## src/rtl/por_seq_pkg.sv

```systemverilog
// Shared state encoding and default timing for the power-on reset sequencer.
package por_seq_pkg;

  localparam int unsigned CoreDlyDef = 16;
  localparam int unsigned UserDlyDef = 8;
  localparam int unsigned LockTmoDef = 1024;
  localparam int unsigned CntWDef    = 11;

  typedef enum logic [2:0] {
    StOff,
    StPll,
    StCore,
    StUser,
    StRun
  } seq_state_e;

endpackage

```

## src/rtl/sync2.sv

```systemverilog
// Two-flop synchronizer for asynchronous level inputs; clears to 0 on reset.
module sync2 (
  input  logic clk,
  input  logic resetb,
  input  logic d,
  output logic q
);

  logic meta_q;

  always_ff @(posedge clk or negedge resetb) begin
    if (!resetb) begin
      meta_q <= 1'b0;
      q      <= 1'b0;
    end else begin
      meta_q <= d;
      q      <= meta_q;
    end
  end

endmodule

```

## src/rtl/por_reset_sequencer.sv

```systemverilog
// Power-on reset sequencer: waits for supply good, enables the PLL, then releases
// the core reset and finally the user reset after fixed delays.
module por_reset_sequencer
  import por_seq_pkg::*;
#(
  parameter int unsigned CORE_DLY = CoreDlyDef,
  parameter int unsigned USER_DLY = UserDlyDef,
  parameter int unsigned LOCK_TMO = LockTmoDef,
  parameter int unsigned CNT_W    = CntWDef
) (
  input  logic clk,
  input  logic resetb,
  input  logic porb_l,
  input  logic pll_lock,
  input  logic soft_rst,
  output logic pll_ena,
  output logic core_resetb,
  output logic user_resetb,
  output logic seq_done,
  output logic lock_tmo
);

  localparam logic [CNT_W-1:0] CoreLast = CNT_W'(CORE_DLY - 1);
  localparam logic [CNT_W-1:0] UserLast = CNT_W'(USER_DLY - 1);
  localparam logic [CNT_W-1:0] LockLast = CNT_W'(LOCK_TMO - 1);

  logic porb_s, lock_s;
  logic lock_q;
  logic tmo_d;
  logic [CNT_W-1:0] cnt_q, cnt_d;
  seq_state_e state_q, state_d;

  sync2 u_sync_porb (
    .clk    (clk),
    .resetb (resetb),
    .d      (porb_l),
    .q      (porb_s)
  );

  sync2 u_sync_lock (
    .clk    (clk),
    .resetb (resetb),
    .d      (pll_lock),
    .q      (lock_s)
  );

  always_comb begin
    state_d = state_q;
    tmo_d   = lock_tmo;
    if (!porb_s) begin
      state_d = StOff;
    end else begin
      case (state_q)
        StOff:  state_d = StPll;
        StPll: begin
          if (lock_s) begin
            state_d = StCore;
          end else if (cnt_q == LockLast) begin
            state_d = StCore;
            tmo_d   = 1'b1;
          end
        end
        StCore: if (cnt_q == CoreLast) state_d = StUser;
        StUser: if (cnt_q == UserLast) state_d = StRun;
        // A lost lock only restarts the core when lock was actually achieved.
        StRun:  if (soft_rst || (lock_q && !lock_s && !lock_tmo)) state_d = StCore;
        default: state_d = StOff;
      endcase
    end
    if (state_d == StOff) tmo_d = 1'b0;

    cnt_d = '0;
    if ((state_d == state_q) && (state_q inside {StPll, StCore, StUser})) begin
      cnt_d = cnt_q + CNT_W'(1);
    end
  end

  // Outputs are decoded from the next state so they switch together with state_q.
  always_ff @(posedge clk or negedge resetb) begin
    if (!resetb) begin
      state_q     <= StOff;
      cnt_q       <= '0;
      lock_q      <= 1'b0;
      lock_tmo    <= 1'b0;
      pll_ena     <= 1'b0;
      core_resetb <= 1'b0;
      user_resetb <= 1'b0;
      seq_done    <= 1'b0;
    end else begin
      state_q     <= state_d;
      cnt_q       <= cnt_d;
      lock_q      <= lock_s;
      lock_tmo    <= tmo_d;
      pll_ena     <= (state_d != StOff);
      core_resetb <= (state_d inside {StUser, StRun});
      user_resetb <= (state_d == StRun);
      seq_done    <= (state_d == StRun);
    end
  end

endmodule

```

## config.mk

```make
export PLATFORM = sky130hd
export DESIGN_NAME = por_reset_sequencer
export DESIGN_NICKNAME = d
export VERILOG_FILES = /design/src/rtl/por_seq_pkg.sv /design/src/rtl/sync2.sv /design/src/rtl/por_reset_sequencer.sv
export SDC_FILE = /design/constraint.sdc
export NUM_CORES = 1
export LEC_CHECK = 0
export CORE_MARGIN = 2
export CORE_UTILIZATION = 60
export DETAILED_ROUTE_END_ITERATION = 10
export DONT_BUFFER_PORTS = 1
export PLACE_DENSITY = 0.73
export SYNTH_ARGS = -nofsm -noshare
export SYNTH_HDL_FRONTEND = slang
export SYNTH_HIERARCHICAL = 1
export SYNTH_SLANG_ARGS = --single-unit
```

## constraint.sdc

```tcl
create_clock -name clk -period 3.21 [get_ports clk]
set_clock_uncertainty 0.15 [all_clocks]
set_input_delay 0.321 -clock clk [delete_from_list [all_inputs] [get_ports clk]]
set_output_delay 0.321 -clock clk [all_outputs]
set_load 0.005 [all_outputs]
```

==> results of run 1 <==
-- area by class of cell --
type	instances	area, sq um	share of cell area
Sequential cell	23	576	0.491
Tap cell	25	31.3	0.0267
Inverter	5	18.8	0.0160
Clock buffer	4	26.3	0.0224
Timing Repair Buffer	3	30.0	0.0256
Multi-Input combinational cell	79	489	0.418
-- synth_stat cells, types with 2 or more instances --
cell      instances  area [sq um]
a21oi_1           3          15.0
a22o_1            2          17.5
a31oi_1           3          18.8
clkbuf_1          5          18.8
dfrtp_1          23           576
inv_1             5          18.8
nand2_1           9          33.8
nand3_1           4          20.0
nand4_1           3          18.8
nor2_1           16          60.1
nor2b_1           4          25.0
nor3_1            4          20.0
o21a_1            3          22.5
o21ai_0           3          15.0
or4_4             2          22.5
xnor2_1           3          26.3
xor2_1            5          43.8
-- sequential cells by signal, indices dropped and copies added (netlist names) --
| name | count |
|---|---|
| lock_tmo | 1 |
| pll_ena | 1 |
| core_resetb | 1 |
| state_q | 3 |
| seq_done | 1 |
| u_sync_porb/meta_q | 1 |
| u_sync_lock/meta_q | 1 |
| lock_q | 1 |
| u_sync_porb/q | 1 |
| cnt_q | 11 |
| u_sync_lock/q | 1 |
-- repair_timing --
action                                 CTS  global route
setup endpoints to repair                0             0
hold buffers                             3             0
endpoints found under the hold margin   25             0
gates resized for setup                  0             0
-- final timing paths --
check	end	slack [ns]	cells past startpoint
min in group asynchronous	cnt_q[10]	0.47	1
setup reg to reg	cnt_q[3]	0.50	5
hold reg to reg	u_sync_porb/q	0.21	0
max in group asynchronous	u_sync_lock/q	1.84	1
setup / recovery	cnt_q[3]	0.50	5
hold / removal	seq_done	0.12	2
-- routing by layer --
| layer | GRT usage | wire length (um) | vias up |
|---|---|---|---|
| li1 | - | - | 392 |
| met1 | 0.335 | 970 | 368 |
| met2 | 0.330 | 901 | 16 |
| met3 | 0.0231 | 68 | 2 |
| met4 | 0.0833 | 19 | 0 |
| met5 | 0 | 0 | - |
-- worst max-delay path: stages (launching register included) --
cell      delay [ns]
dfrtp_1         0.45
or4_4           0.56
or4_4           0.56
a211o_1         0.29
o221ai_2        0.45
nor2_1          0.11
-- report_power, final --
group	total, W	leakage [nW]	internal (W)	switching [W]
combinational	0.000155	0.175	0.0000609	0.0000946
sequential	0.000359	0.304	0.000317	0.0000420
clock	0.000127	0.0150	0.0000483	0.0000791
-- kinds of logic (layout without fill, tap and decap cells) --
group / count (synthesis) / count (layout) / share of synthesized area
compound gates: 21 / 21 / 0.137
xor+xnor: 8 / 8 / 0.0625
fa+ha+maj: 1 / 1 / 0.0112
buf+inv: 12 / 12 / 0.0502
flops: 23 / 23 / 0.513
simple gates: 49 / 49 / 0.225
-- metrics by stage --
step                      worst slack (ns)  utilization  hold WS [ns]
after detailed placement             0.533        0.639        -0.124
final                                0.499        0.671         0.118
after CTS                            0.522        0.671         0.108
after global placement               0.607        0.639        -0.124
after global routing                 0.399        0.671         0.118
after floorplan                      0.829            -        -0.125
==> results.py, run 1 <==
metrics = {
    "outcome": {
        "status": "finished, final reports clean",
    },
    "worst_setup_path": {
        "path_class": "flip-flop to flip-flop",
        "critPathLaunchType": "flip-flop",
        "cp_data_arrival_time_ns": 2.73,
        "cp-end-kind": "flip-flop",
        "path_max_fanout": 11,
        "crit_required_ns": 3.23,
        "rr_startpoint": "cnt_q[6]",
        "crit_start": "cnt_q[6]",
    },
    "synth": {
        "synth_area_sq_um": 1120,
        "synth_edf_count": 0,
        "synth_fp_nets": 120,
        "ys_warn_count": 6,
        "synthCells": 114,
        "seq_area_frac_synth": 0.513,
        "synth_seq_cells": 23,
        "synth.distinct_cells": 34,
        "synth-main-ff-cell": "dfrtp_1",
        "postSynthAreaPerCell_sq_um": 9.83,
        "synthArstFlopShare": 1.00,
    },
    "drt": {
        "dr.pass1.iters": 4,
        "vias_per_cell": 5.60,
        "vias": 778,
        "wl_um": 1960,
        "route.detailed.drc": 0,
        "drt.antenna.violating_nets": 0,
        "drt_iter0_drc": 24,
        "wire_per_inst_um": 14.1,
    },
    "worst_hold_path": {
        "holdCritStartpoint": "soft_rst",
        "holdCritPathClass": "input pin to flip-flop",
    },
    "global_routing": {
        "grtUsageTotal": 0.223,
        "antenna_found_initial": 0,
        "gr-total-overflow": 0,
        "grt_max_degree": 24,
        "grt_pass1_wl_um": 3480,
        "grt_pass1_vias": 755,
    },
    "sta": {
        "drv_slew": 0,
        "rsz0062_at_grt": "no",
        "hold_viol_final": 0,
        "maxSlewHeadroom": 0.342,
        "setup_viol": 0,
        "setup_tns_ns": 0,
        "post-route-min-period_ns": 2.71,
        "worst_pin_slew_ns": 0.983,
        "max_freq_mhz": 369,
        "fin_crit_sh": 0.845,
    },
    "clock_tree": {
        "post_cts_buffers": 0,
        "clock-sinks": 23,
        "cts_made_buffers": 3,
        "clock-root-buffer": "clkbuf_4",
        "cts.path.max_buffers": 2,
        "cts_tree": "done",
        "clk_pin_slew_ns": 0.12,
        "clk_latency_ns": 0.30,
        "cts_max_level": 1,
    },
    "finish": {
        "nFillCells": 146,
        "antenna_cells": 0,
        "instances_no_fill": 139,
        "drive_above_1_share": 0.0526,
        "nNetsFinal": 121,
        "final_area_sq_um": 1170,
        "final_cell_mix": "dfrtp_1 (23), nor2_1 (16), nand2_1 (9)",
        "mostFrequentLayoutCell": "dfrtp_1",
        "area_delta_synth_final_pct": 4.46,
    },
    "floorplanning": {
        "rows": 15,
        "dieArea_sq_um": 2230,
        "ios": 10,
        "die_h_um": 47.2,
        "start_util": 0.642,
        "fp.coreArea_sq_um": 1750,
        "fp.dieW_um": 47.2,
    },
    "place": {
        "hpwl_um": 1410,
        "globalplace.congestion": 0.888,
        "port-buffer-count": 0,
        "placed_cells": 132,
        "dpl-instance-area_sq_um": 1110,
    },
    "power": {
        "power_density_nw_per_um2": 548,
        "ir_worst_vdd_mv": 0.393,
        "power_w": 0.000641,
        "total_leakage_power_nw": 0.494,
    },
    "flow_run": {
        "cap_violations": 0,
    },
}
No activity file was read; power rests on OpenSTA's default activity.
==> inputs of run 2 (changes only) <==
==> constraint.sdc (replaced) <==
create_clock -name clk -period 2.5 [get_ports clk]
set_clock_uncertainty 0.15 [all_clocks]
set_input_delay 0.25 -clock clk [delete_from_list [all_inputs] [get_ports clk]]
set_output_delay 0.25 -clock clk [all_outputs]
set_load 0.005 [all_outputs]
==> run 2 against run 1 <==
Effect of this change: worst setup slack lost 0.35 ns; combinational power grew 54%; hold slack lost 0.083 ns; final area grew 2.8%; global-route usage shrank 1.0 points; count of clock-buffer cells in the layout shrank 1; maximum frequency grew 15%; non-clock buffer count grew 3; register-to-register slack lost 0.35 ns; sequential power grew 28%; core utilization grew 1.9 points; clock power grew 31%; critical path type unchanged; largest cell class unchanged; largest power group unchanged; highest routed layer unchanged.
==> results.py, run 2 (same netlist as run 1, synthesis figures left out) <==
metrics = {
    "worst_setup_path": {
        "critPathMaxStageDelay_ns": 0.53,
        "path_class": "flip-flop to flip-flop",
        "crit_start": "cnt_q[7]",
        "cp_cell_sequence": "or4_4 > or4_4 > a22o_1 > o221ai_2 > buf_4 > nor2_1",
        "crit_required_ns": 2.57,
        "crit_slowest_cell": "or4_4",
        "crit_top_cell": "or4_4",
        "path_max_fanout": 5,
        "cp-end-kind": "flip-flop",
        "cp_data_arrival_time_ns": 2.42,
        "rr_startpoint": "cnt_q[7]",
        "critPathLaunchType": "flip-flop",
    },
    "finish": {
        "largest_reg_flops": 11,
        "antenna_cells": 0,
        "regMostFlops": "cnt_q",
        "nNetsFinal": 124,
        "area_delta_synth_final_pct": 7.37,
        "final_cell_mix": "dfrtp_1 (23), nor2_1 (16), nand2_1 (9)",
        "nFillCells": 128,
        "mostFrequentLayoutCell": "dfrtp_1",
        "post-route-util": 0.690,
        "drive_above_1_share": 0.0940,
        "reg_top3": "cnt_q (11), state_q (3)",
    },
    "floorplanning": {
        "fp.coreArea_sq_um": 1750,
        "die_h_um": 47.2,
        "rows": 15,
        "dieArea_sq_um": 2230,
        "ios": 10,
        "start_util": 0.642,
        "fp.dieW_um": 47.2,
    },
    "sta": {
        "post-route-min-period_ns": 2.35,
        "timing.hold.ws_ns": 0.0348,
        "setup_viol": 0,
        "setup_tns_ns": 0,
        "max_freq_mhz": 425,
        "worst_pin_slew_ns": 0.955,
        "fin_ws_ns": 0.145,
        "maxSlewHeadroom": 0.361,
        "drv_slew": 0,
        "hold_viol_final": 0,
        "fin_crit_sh": 0.942,
        "rsz0062_at_grt": "no",
    },
    "drt": {
        "drt_iter0_drc": 23,
        "wl_um": 1980,
        "vias_per_cell": 5.69,
        "wire_per_inst_um": 13.9,
        "route.detailed.drc": 0,
        "dr.pass1.iters": 4,
        "drt.antenna.violating_nets": 0,
        "vias": 808,
    },
    "worst_hold_path": {
        "holdCritStartpoint": "soft_rst",
        "holdCritPathClass": "input pin to flip-flop",
    },
    "place": {
        "pre_cts_slack_ns": 0.0604,
        "port-buffer-count": 0,
        "globalplace.congestion": 0.901,
        "hpwl_um": 1330,
    },
    "flow_run": {
        "cap_violations": 0,
    },
    "global_routing": {
        "grt_pass1_vias": 732,
        "grtUsageTotal": 0.213,
        "antenna_found_initial": 0,
        "grt.met3_usage": 0.0462,
        "gr-total-overflow": 0,
        "met2_usage": 0.284,
        "grt_pass1_wl_um": 3170,
        "grt_max_degree": 24,
        "busiest_layer": "met1",
        "use_met1": 0.318,
    },
    "outcome": {
        "status": "finished, final reports clean",
    },
    "clock_tree": {
        "clock-root-buffer": "clkbuf_4",
        "clock-sinks": 23,
        "clk_latency_ns": 0.31,
        "cts_tree": "done",
        "clk_pin_slew_ns": 0.12,
        "cts_made_buffers": 3,
        "cts.path.max_buffers": 2,
        "cts_max_level": 1,
    },
    "power": {
        "internal-power_w": 0.000573,
        "comb_power_share": 0.275,
        "pwr-share-clk": 0.193,
        "total_leakage_power_nw": 0.512,
        "ir_worst_vdd_mv": 0.558,
        "seqPwrFrac": 0.532,
        "power.switching_w": 0.000293,
        "power_density_nw_per_um2": 720,
        "switching_share": 0.339,
    },
}
## run 2: cell types whose count changed in the layout (fill, tap and decap cells not counted)
cell,before,now
buf_4,0,2
a211oi_1,1,0
a211oi_2,0,1
buf_6,0,1
clkbuf_1,1,0
clkinv_2,0,1
## run 2: cell type report
class,count,area (sq um),share of cell area
clock buffer,3,22.5,0.0187
clock inverter,1,5.00,0.00416
inverter,5,18.8,0.0156
multi-input combinational,79,494,0.411
sequential,23,576,0.478
tap,25,31.3,0.0260
timing repair buffer,6,56.3,0.0468
## run 2: worst paths after layout
kind                                       to  slack (ns)  depth (start not counted)
worst min-delay path                 seq_done        0.03                          2
worst max-delay path                 cnt_q[2]        0.15                          6
min in group asynchronous          state_q[0]        0.37                          1
worst max register to register       cnt_q[2]        0.15                          6
worst min register to register  u_sync_lock/q        0.21                          0
max in group asynchronous            cnt_q[5]        1.26                          1
## run 2: power by group through the flow
stage	clock [W]	combinational [W]	sequential, W
after floorplan	0	0.000204	0.000431
after global placement	0	0.000206	0.000466
after detailed placement	0	0.000209	0.000467
after CTS	0.000175	0.000220	0.000460
after global routing	0.000193	0.000264	0.000470
final	0.000167	0.000238	0.000461
## run 2: worst max-delay path: cells and delay by family (launching register included)
kind / cells / cell delay, ns
buffers and inverters: 1 / 0.17
AO/OA/AOI/OAI: 2 / 0.47
flip-flops: 1 / 0.42
AND/OR/NAND/NOR: 3 / 1.05
## run 2: stage by stage
step / instances / cell area, sq um / power, W
finish: 142 / 1200 / 0.000866
global route: 142 / 1200 / 0.000926
CTS: 142 / 1190 / 0.000855
detailed placement: 135 / 1140 / 0.000676
global placement: 135 / 1140 / 0.000672
floorplan: 114 / 1120 / 0.000635
## run 2: per-layer routing
| layer | wire, um | up-vias | part of all wire |
|---|---|---|---|
| li1 | - | 404 | - |
| met2 | 857 | 30 | 0.43 |
| met1 | 959 | 369 | 0.48 |
| met3 | 112 | 5 | 0.057 |
| met5 | 0 | - | 0 |
| met4 | 50 | 0 | 0.025 |
## run 2: timing repair
item,4_1_cts,5_1_grt
hold endpoints to repair,25,0
buffers inserted,0,0
resized for setup,0,2
setup endpoints to repair,0,13
hold buffers,3,0
